**src/rtl/pxs_pkg.sv**
```systemverilog
// Shared definitions for the pixel-stream merge path: field layout, combine modes, FSM states.
package pxs_pkg;

    localparam int unsigned STR_W    = 26;
    localparam int unsigned ACTIVE_B = 0;
    localparam int unsigned VS_B     = 1;
    localparam int unsigned HS_B     = 2;
    localparam int unsigned YC_LO    = 3;
    localparam int unsigned YC_HI    = 12;
    localparam int unsigned XC_LO    = 13;
    localparam int unsigned XC_HI    = 22;
    localparam int unsigned RGB_LO   = 23;
    localparam int unsigned RGB_HI   = 25;

    typedef enum logic [1:0] {
        ModeStr1 = 2'b00,
        ModeStr2 = 2'b01,
        ModeAnd  = 2'b10,
        ModeOr   = 2'b11
    } mode_e;

    typedef enum logic [1:0] {
        StSearch  = 2'b00,
        StMeasure = 2'b01,
        StLocked  = 2'b10
    } state_e;

    // Frame start is the first active pixel at the origin, independent of sync polarity.
    function automatic logic is_fs(input logic [STR_W-1:0] s);
        return s[ACTIVE_B] && (s[XC_HI:XC_LO] == '0) && (s[YC_HI:YC_LO] == '0);
    endfunction

    function automatic logic [2:0] combine(input mode_e m, input logic [2:0] a, input logic [2:0] b);
        logic [2:0] r;
        unique case (m)
            ModeStr1: r = a;
            ModeStr2: r = b;
            ModeAnd:  r = a & b;
            ModeOr:   r = a | b;
            default:  r = '0;
        endcase
        return r;
    endfunction

endpackage

```
**src/rtl/pxs_merge2_if.sv**
```systemverilog
// Stream and status bundle of pxs_merge2; master drives the two input streams, slave is the merger.
interface pxs_merge2_if #(
    parameter int unsigned MAX_SKEW = 64
) ();

    localparam int unsigned SKW_W = $clog2(MAX_SKEW);

    logic [1:0]                  mode_i;
    logic [pxs_pkg::STR_W-1:0]   RGBStr1_i;
    logic [pxs_pkg::STR_W-1:0]   RGBStr2_i;
    logic [pxs_pkg::STR_W-1:0]   RGBStr_o;
    logic                        locked_o;
    logic [SKW_W-1:0]            skew_o;
    logic                        err_o;

    modport master (
        output mode_i, RGBStr1_i, RGBStr2_i,
        input  RGBStr_o, locked_o, skew_o, err_o
    );

    modport slave (
        input  mode_i, RGBStr1_i, RGBStr2_i,
        output RGBStr_o, locked_o, skew_o, err_o
    );

endinterface

```
**src/rtl/pxs_delay_buf.sv**
```systemverilog
// Circular alignment buffer: writes every cycle, reads skew_i entries back; skew 0 bypasses the RAM.
module pxs_delay_buf
    import pxs_pkg::*;
#(
    parameter int unsigned Depth = 64,
    localparam int unsigned PtrW = $clog2(Depth)
) (
    input  logic             clk_i,
    input  logic             rst_ni,
    input  logic [STR_W-1:0] din_i,
    input  logic [PtrW-1:0]  skew_i,
    output logic [STR_W-1:0] dout_o
);

    logic [STR_W-1:0] mem_q [Depth];
    logic [PtrW-1:0]  wptr_q;

    always_ff @(posedge clk_i or negedge rst_ni) begin
        if (!rst_ni) begin
            wptr_q <= '0;
        end else begin
            wptr_q <= wptr_q + 1'b1;
        end
    end

    // Contents need no reset: nothing reads them until a skew has been measured.
    always_ff @(posedge clk_i) begin
        mem_q[wptr_q] <= din_i;
    end

    always_comb begin
        if (skew_i == '0) begin
            dout_o = din_i;
        end else begin
            dout_o = mem_q[wptr_q - skew_i];
        end
    end

endmodule

```
**src/rtl/pxs_merge2.sv**
```systemverilog
// Re-joins two skewed pixel streams: measures skew at frame start, aligns stream1, merges RGB.
// Optional macro PXS_MERGE_CHECK_EN: drop lock when aligned coordinates disagree.
module pxs_merge2
    import pxs_pkg::*;
#(
    parameter int unsigned MAX_SKEW = 64
) (
    input  logic         px_clk,
    input  logic         rst_n,
    pxs_merge2_if.slave  bus
);

    localparam int unsigned SKW_W = $clog2(MAX_SKEW);

    state_e           state_q;
    logic [SKW_W-1:0] cnt_q;
    logic [SKW_W-1:0] skew_q;
    logic             locked_q;
    logic             err_q;
    logic [STR_W-1:0] out_q;
    logic [STR_W-1:0] out_d;

    logic [STR_W-1:0] str1;
    logic [STR_W-1:0] str2;
    logic [STR_W-1:0] a1;
    logic             fs1;
    logic             fs2;
    logic             chk_mis;
    mode_e            mode;

    assign str1 = bus.RGBStr1_i;
    assign str2 = bus.RGBStr2_i;
    assign mode = mode_e'(bus.mode_i);
    assign fs1  = is_fs(str1);
    assign fs2  = is_fs(str2);

    pxs_delay_buf #(
        .Depth (MAX_SKEW)
    ) u_delay_buf (
        .clk_i  (px_clk),
        .rst_ni (rst_n),
        .din_i  (str1),
        .skew_i (skew_q),
        .dout_o (a1)
    );

`ifdef PXS_MERGE_CHECK_EN
    assign chk_mis = (state_q == StLocked) && str2[ACTIVE_B] &&
                     (a1[XC_HI:YC_LO] != str2[XC_HI:YC_LO]);
`else
    logic unused_a1;
    assign chk_mis   = 1'b0;
    assign unused_a1 = ^a1[XC_HI:0];
`endif

    always_ff @(posedge px_clk or negedge rst_n) begin
        if (!rst_n) begin
            state_q  <= StSearch;
            cnt_q    <= '0;
            skew_q   <= '0;
            locked_q <= 1'b0;
            err_q    <= 1'b0;
        end else begin
            err_q <= 1'b0;
            unique case (state_q)
                StSearch: begin
                    if (fs1 && fs2) begin
                        skew_q   <= '0;
                        locked_q <= 1'b1;
                        state_q  <= StLocked;
                    end else if (fs1) begin
                        cnt_q   <= SKW_W'(1);
                        state_q <= StMeasure;
                    end
                end
                StMeasure: begin
                    if (fs2) begin
                        skew_q   <= cnt_q;
                        locked_q <= 1'b1;
                        state_q  <= StLocked;
                    end else if (fs1) begin
                        cnt_q <= SKW_W'(1);
                    end else if (cnt_q == SKW_W'(MAX_SKEW - 1)) begin
                        // Counter would reach MAX_SKEW: skew is beyond what the buffer can hold.
                        err_q   <= 1'b1;
                        cnt_q   <= '0;
                        state_q <= StSearch;
                    end else begin
                        cnt_q <= cnt_q + 1'b1;
                    end
                end
                StLocked: begin
                    if (chk_mis) begin
                        err_q    <= 1'b1;
                        locked_q <= 1'b0;
                        cnt_q    <= '0;
                        state_q  <= StSearch;
                    end
                end
                default: begin
                    state_q  <= StSearch;
                    locked_q <= 1'b0;
                end
            endcase
        end
    end

    always_comb begin
        out_d                 = '0;
        out_d[XC_HI:0]        = str2[XC_HI:0];
        if ((state_q == StLocked) && str2[ACTIVE_B] && !chk_mis) begin
            out_d[RGB_HI:RGB_LO] = combine(mode, a1[RGB_HI:RGB_LO], str2[RGB_HI:RGB_LO]);
        end
    end

    always_ff @(posedge px_clk or negedge rst_n) begin
        if (!rst_n) begin
            out_q <= '0;
        end else begin
            out_q <= out_d;
        end
    end

    assign bus.RGBStr_o = out_q;
    assign bus.locked_o = locked_q;
    assign bus.skew_o   = skew_q;
    assign bus.err_o    = err_q;

endmodule

```
**src/flat_wrapper.sv**
```systemverilog
// flat-port wrapper written by rule: the top's interface ports become plain ports
module pxs_merge2_flat import pxs_pkg::*;
#(
    parameter int unsigned MAX_SKEW = 64
)
  (px_clk, rst_n, bus_mode_i, bus_RGBStr1_i, bus_RGBStr2_i, bus_RGBStr_o, bus_locked_o, bus_skew_o, bus_err_o);
  pxs_merge2_if #(.MAX_SKEW(MAX_SKEW)) bus_i ();
  input  logic px_clk;
  input  logic rst_n;
  input wire logic [$bits(bus_i.mode_i)-1:0] bus_mode_i;
  input wire logic [$bits(bus_i.RGBStr1_i)-1:0] bus_RGBStr1_i;
  input wire logic [$bits(bus_i.RGBStr2_i)-1:0] bus_RGBStr2_i;
  output wire logic [$bits(bus_i.RGBStr_o)-1:0] bus_RGBStr_o;
  output wire logic [$bits(bus_i.locked_o)-1:0] bus_locked_o;
  output wire logic [$bits(bus_i.skew_o)-1:0] bus_skew_o;
  output wire logic [$bits(bus_i.err_o)-1:0] bus_err_o;
  assign bus_i.mode_i = bus_mode_i;
  assign bus_i.RGBStr1_i = bus_RGBStr1_i;
  assign bus_i.RGBStr2_i = bus_RGBStr2_i;
  assign bus_RGBStr_o = bus_i.RGBStr_o;
  assign bus_locked_o = bus_i.locked_o;
  assign bus_skew_o = bus_i.skew_o;
  assign bus_err_o = bus_i.err_o;
  pxs_merge2 #(.MAX_SKEW(MAX_SKEW)) u_core (.px_clk(px_clk), .rst_n(rst_n), .bus(bus_i));
endmodule
```
**config.mk**
```make
export PLATFORM = sky130hd
export DESIGN_NAME = pxs_merge2_flat
export DESIGN_NICKNAME = d
export VERILOG_FILES = /design/src/rtl/pxs_pkg.sv /design/src/rtl/pxs_merge2_if.sv /design/src/rtl/pxs_delay_buf.sv /design/src/rtl/pxs_merge2.sv /design/src/flat_wrapper.sv
export SDC_FILE = /design/constraint.sdc
export NUM_CORES = 1
export LEC_CHECK = 0
export CORE_MARGIN = 2
export CORE_UTILIZATION = 40
export DETAILED_ROUTE_END_ITERATION = 16
export HOLD_SLACK_MARGIN = 0.1
export PLACE_DENSITY = 0.67
export SLEW_MARGIN = 20
export SYNTH_ARGS = -nofsm -noshare
export SYNTH_HDL_FRONTEND = slang
export SYNTH_SLANG_ARGS = --single-unit
```
**constraint.sdc**
```tcl
create_clock -name px_clk -period 3.4 [get_ports px_clk]
set_clock_uncertainty 0.1 [all_clocks]
set_input_delay 0.68 -clock px_clk [delete_from_list [all_inputs] [get_ports px_clk]]
set_output_delay 0.68 -clock px_clk [all_outputs]
set_load 0.02 [all_outputs]
```
# Yosys cells after proc, flatten, opt, wreduce, memory -nomap -nowiden
# Memory sizes are Yosys's and may differ from the RTL's.
# Cells that the tools add are included.
op_classes:
  n_addsub: 3
  n_eq_ne: 14
  muxes: 25
  bitwise: 3
  reduce_logical: 18
op_table:
  columns: ["op", "n"]
  rows:
  - ["6-bit two-way mux", 7]
  - ["10-bit logical NOT", 4]
  - ["26-bit two-way mux", 1]
  - ["6-bit case mux with 2 select lines", 2]
  - ["6-bit by 1-bit adder with 6-bit output, second input constant", 2]
  - ["3-bit case mux with 4 select lines", 1]
  - ["2-bit two-way mux", 5]
  - ["4-bit AND reduction", 2]
  - ["2-bit equality test, second input constant", 3]
  - ["6-bit equality test, second input constant", 1]
  - ["1-bit logical AND", 6]
  - ["6-bit logical NOT", 1]
  - ["1-bit two-way mux", 6]
  - ["2-bit by 1-bit inequality test with 1-bit output, second input constant", 3]
  - ["3-bit by 1-bit inequality test with 1-bit output, second input constant", 2]
  - ["2-bit case mux with 3 select lines", 1]
  - ["3-bit AND reduction", 2]
  - ["6-bit subtractor", 1]
  - ["2-bit by 1-bit equality test with 1-bit output, second input constant", 2]
  - ["2-bit logical NOT", 2]
  - ["2-bit inequality test, second input constant", 2]
  - ["3-bit bitwise AND", 1]
  - ["3-bit two-way mux", 1]
  - ["3-bit inequality test, second input constant", 1]
  - ["4 further kinds", 4]
totals:
  register_bits: 48
  mem_bits_rw: 1664
  inputBits: 56
  word_cells: 71
  memories: 1
memory_table:
  columns: ["name", "depth", "width", "read_ports", "rd_ports_with_merged_regs", "wr", "line", "text"]
  rows:
  - ["u_core.u_delay_buf.mem_q", 64, 26, 1, 0, 1, "pxs_delay_buf.sv:15", "logic [STR_W-1:0] mem_q [Depth];"]

# Logic depth before layout (Yosys ltp)
depth:
  depth_word: 6
  mapped_depth: 11
  depth_no_buf: 10

# Modules after synthesis
# From an unflattened synthesis, not the netlist that was laid out.
unflattened:
  cells_unflattened: 2974
  hier_area_um2: 66502.5
by_module_without_submodules:
  columns: ["mod", "instances", "cells_per_inst", "area_per_inst_um2", "seq_area_each_um2"]
  rows:
  - ["pxs_delay_buf", 1, 2843, 64802.2, 50118.1]
  - ["pxs_merge2", 1, 131, 1700.4, 1051.0]

# Worst setup path before layout
# Ideal clock, no wire load.
synth_timing:
  path_type: "register to register"
  start: "register u_core.skew_q[0], in the netlist u_core.bus.skew_o[0]"
  end: "register u_core.out_q[24], in the netlist u_core.bus.RGBStr_o[24]"
  setup_time_ns: 0.132
  arrival_ns: 2.514
  setup_slack_ns: 0.653
  path_stages_with_launch: 10
  cell_sequence: "dfrtp_1 -> ha_1 -> fa_1 -> buf_2 -> buf_1 -> mux4_2 -> mux2i_1 -> mux2i_1 -> mux2i_1 -> a211oi_1"
synth_between:
  elab_chain_cells: 6
  word_cells_on_any_way: 8
  classes_between: "add/sub (1); mux (3); bitwise (2); reduce/logical (1); memory (1)"
synth_rtl:
  columns: ["element", "line", "text"]
  rows:
  - ["start, declared", "pxs_merge2.sv:17", "logic [SKW_W-1:0] skew_q;"]
  - ["start signal, assigned", "pxs_merge2.sv:78", "skew_q <= cnt_q;"]
  - ["6-bit subtractor", "pxs_delay_buf.sv:35", "dout_o = mem_q[wptr_q - skew_i];"]
  - ["memory 64 x 26 bit", null, null]
  - ["26-bit two-way mux (*)", "pxs_delay_buf.sv:32", "if (skew_i == '0) begin"]
  - ["3-bit OR or 3-bit bitwise AND (tied branches)", "pxs_pkg.sv:39, pxs_pkg.sv:38", null]
  - ["3-bit case mux with 4 select lines (*)", "pxs_pkg.sv:35", "unique case (m)"]
  - ["3-bit two-way mux (*)", "pxs_merge2.sv:111", "if ((state_q == StLocked) && str2[ACTIVE_B] && !chk_mis) begin"]
  - ["net u_core.out_d[24]", "pxs_merge2.sv:21", "logic [STR_W-1:0] out_d;"]
  - ["end signal, assigned", "pxs_merge2.sv:120", "out_q <= out_d;"]
  - ["end, declared", "pxs_merge2.sv:20", "logic [STR_W-1:0] out_q;"]
# Mark *: on every way through the listed nets, which the timed path passes. The rest lies on a longest branch.
# A chain may end at the register's enable or synchronous reset.

# Worst setup path after layout
layout_timing:
  start: "register u_core.u_delay_buf.wptr_q[0]"
  end: "register u_core.out_q[24], in the netlist u_core.bus.RGBStr_o[24]"
layout_between:
  elab_chain_cells: 6
  word_cells_on_any_way: 7
  classes_between: "add/sub (1); mux (3); bitwise (2); memory (1)"
layout_rtl:
  columns: ["element", "line", "text"]
  rows:
  - ["start, declared", "pxs_delay_buf.sv:16", "logic [PtrW-1:0] wptr_q;"]
  - ["start signal, assigned", "pxs_delay_buf.sv:22", "wptr_q <= wptr_q + 1'b1;"]
  - ["6-bit subtractor (*)", "pxs_delay_buf.sv:35", null]
  - ["memory 64 x 26 bit (*)", null, null]
  - ["26-bit two-way mux (*)", "pxs_delay_buf.sv:32", null]
  - ["3-bit OR or 3-bit bitwise AND (tied branches)", "pxs_pkg.sv:39, pxs_pkg.sv:38", null]
  - ["3-bit case mux with 4 select lines (*)", "pxs_pkg.sv:35", null]
  - ["3-bit two-way mux (*)", "pxs_merge2.sv:111", null]
  - ["net u_core.out_d[24]", "pxs_merge2.sv:21", null]
# Marked as above.

==> run metrics <==
Cell variety after synth 51; relative area change from synthesis to final layout 21.16%; 1st-iter DRT viols 522; Die Wd 160.7 um; first-pass GRT wire length 32340 um; final hold viol count 0; type of the worst min-delay path in2async; post-synthesis sequential area ratio 70.89%; CTS Buf Count 24; final period utilization 90.17%; Final ANT Viol Nets 0; Max Cap Viol 0; kind of critical path reg2reg; grt ovf 0; Worst slew margin 47.52%; RSZ-0062 raised after global routing no; drt pass-1 iters 5; CTS tree done; Startpoint Class flop; Max Buffers Root-to-Sink 3; Ys Warns 0; fmax 326.2 MHz; status completed; share of layout cells above drive strength 1 16.42%; synthesized flop and latch total 240; vias in the first global route 5638; Clock Sinks 240; worst skew pair latency 0.52 ns; drt total wl 20950 um; Post-synth top flop edfxtp_1; Root Driver clkbuf_16; # hold bufs at CTS 0; Power Density 508.8 nW/um2; CP Max Fanout 15; setup_tns 0 ns; Tot Pwr 6.058 mW; synthesized instance count 568; DP HPWL 14290 um; Die Area 25840 um2; Post-synth EDFFs 192; worst vdd ir 317.5 uV; drt drc 0; Data required, critical path 3.69 ns; number of cells upsized or downsized after cts 0; postcts setup bufs 0; GR Util All Layers 16.23%; most common cell after layout, fill and taps aside edfxtp_1; boundary pin count 90; syn_nets 632; via/cell ratio 5.380; Clock Pin Slew Worst Setup and Hold Paths 0.07 ns; initial antenna violation count 0; Final setup viols 0; Lkg Pwr 3.983 nW; # H-tree levels 1; die height 160.7 um; n_diodes 0; gpl congestion 0.8596; asr flop ratio synth 20.00%; nets 730; nature of the critical path endpoint flop; fill cell count 1974; pin slew with the least headroom to its limit 0.7872 ns; num rows 57; commonest non-fill, non-tap cells in the layout edfxtp_1, clkdlybuf4s50_1, nor2_1; crit path time final 3.066 ns; Mapped Avg Cell Area 17.30 um2; CP Data Arrival Time 3.36 ns; PortBufs 87; starting density of the core 40.53%; largest net degree at the start of global routing 63; Core Area 24250 um2; synthesized area 9827 um2; Slew Viols, Final 0; drt wl/cell 20.83 um; Via Count 5412
==> state kept, by name, summed over array words and instances (netlist names) <==
signal	cells
u_core.u_delay_buf.wptr_q	6
u_core.u_delay_buf.mem_q	192
u_core.bus.RGBStr_o	26
u_core.bus.locked_o	1
u_core.state_q	2
u_core.bus.err_o	1
u_core.bus.skew_o	6
u_core.cnt_q	6
==> metrics by stage <==
stage               hold WS [ns]  cells  area, um2  worst slack [ns]  util [%]
detailed placement        0.4371    964      11100            0.3334     45.78
global route              0.1207   1006      11910            0.1683     49.10
global placement          0.4284    964      11100            0.3793     45.78
floorplan                 0.2844    568       9827            0.6531         -
finish                   0.08170   1006      11910            0.3341     49.10
CTS                       0.2792   1006      11900            0.3409     49.09
==> Yosys cell counts, drive strengths merged (6+ instances only) <==
cell type	n	area share, %
a22o	8	0.71
ha	7	0.89
a21o	6	0.47
nor2	80	3.1
o21ai	9	0.46
nor4	8	0.73
dfrtp	48	12
mux2i	35	3.6
nand3	8	0.41
mux4	48	11
clkbuf	15	0.57
a21oi	10	0.55
nand2	13	0.50
edfxtp	192	59
inv	10	0.38
a22oi	6	0.46
buf	10	0.66
==> cell type report <==
| cell class | count | area, um2 | area share, % |
|---|---|---|---|
| Timing Repair Buffer | 97 | 978.4 | 8.218 |
| Inverter | 10 | 37.54 | 0.3153 |
| Tap cell | 324 | 405.4 | 3.405 |
| Clock inverter | 10 | 140.1 | 1.177 |
| Multi-Input combinational cell | 293 | 2716 | 22.81 |
| Clock buffer | 32 | 661.9 | 5.559 |
| Sequential cell | 240 | 6967 | 58.51 |
==> worst paths after layout <==
check | startpoint | endpoint | slack [ns] | depth (start not counted)
setup / recovery | u_core.u_delay_buf.wptr_q[0] | u_core.bus.RGBStr_o[24] | 0.33 | 10
hold / removal | rst_n | u_core.bus.skew_o[0] | 0.08 | 1
setup reg to reg | u_core.u_delay_buf.wptr_q[0] | u_core.bus.RGBStr_o[24] | 0.33 | 10
hold reg to reg | u_core.bus.locked_o | u_core.bus.locked_o | 0.44 | 2
max in group asynchronous | rst_n | u_core.bus.RGBStr_o[17] | 2.69 | 1
min in group px_clk | bus_RGBStr1_i[24] | u_core.u_delay_buf.mem_q[3][24] | 0.39 | 1
==> critical path: stages, from the launching register on <==
cell and delay (ns):
dfrtp_1 0.43, inv_1 0.16, ha_4 0.19, fa_2 0.34
nand2b_1 0.17, a21oi_2 0.23, xnor2_4 0.35, mux2i_1 0.44
a22oi_1 0.17, a221oi_1 0.28, a211oi_1 0.09
==> where the power goes <==
group	switching, mW	internal [mW]
clock	1.07	1.60
sequential	0.00522	3.19
combinational	0.100	0.0886
total	1.18	4.88
==> logic make-up after synthesis <==
logic type	Yosys count	synth area share, %
flip-flops	240	70.89
buffers and inverters	35	1.617
multiplexers	84	14.68
AO/OA/AOI/OAI	54	3.871
AND/OR/NAND/NOR	137	6.685
XOR/XNOR	10	1.159
adder cells (fa/ha/maj)	8	1.095
==> per-layer routing <==
| metal | GRT usage [%] | wire length [um] | vias up |
|---|---|---|---|
| li1 | - | - | 2421 |
| met1 | 20.69 | 8511 | 2749 |
| met2 | 28.57 | 10530 | 213 |
| met3 | 3.125 | 1503 | 29 |
| met4 | 4.383 | 412 | 0 |
| met5 | 0 | 0 | - |
Note: power is estimated with default switching activity, not from simulation.
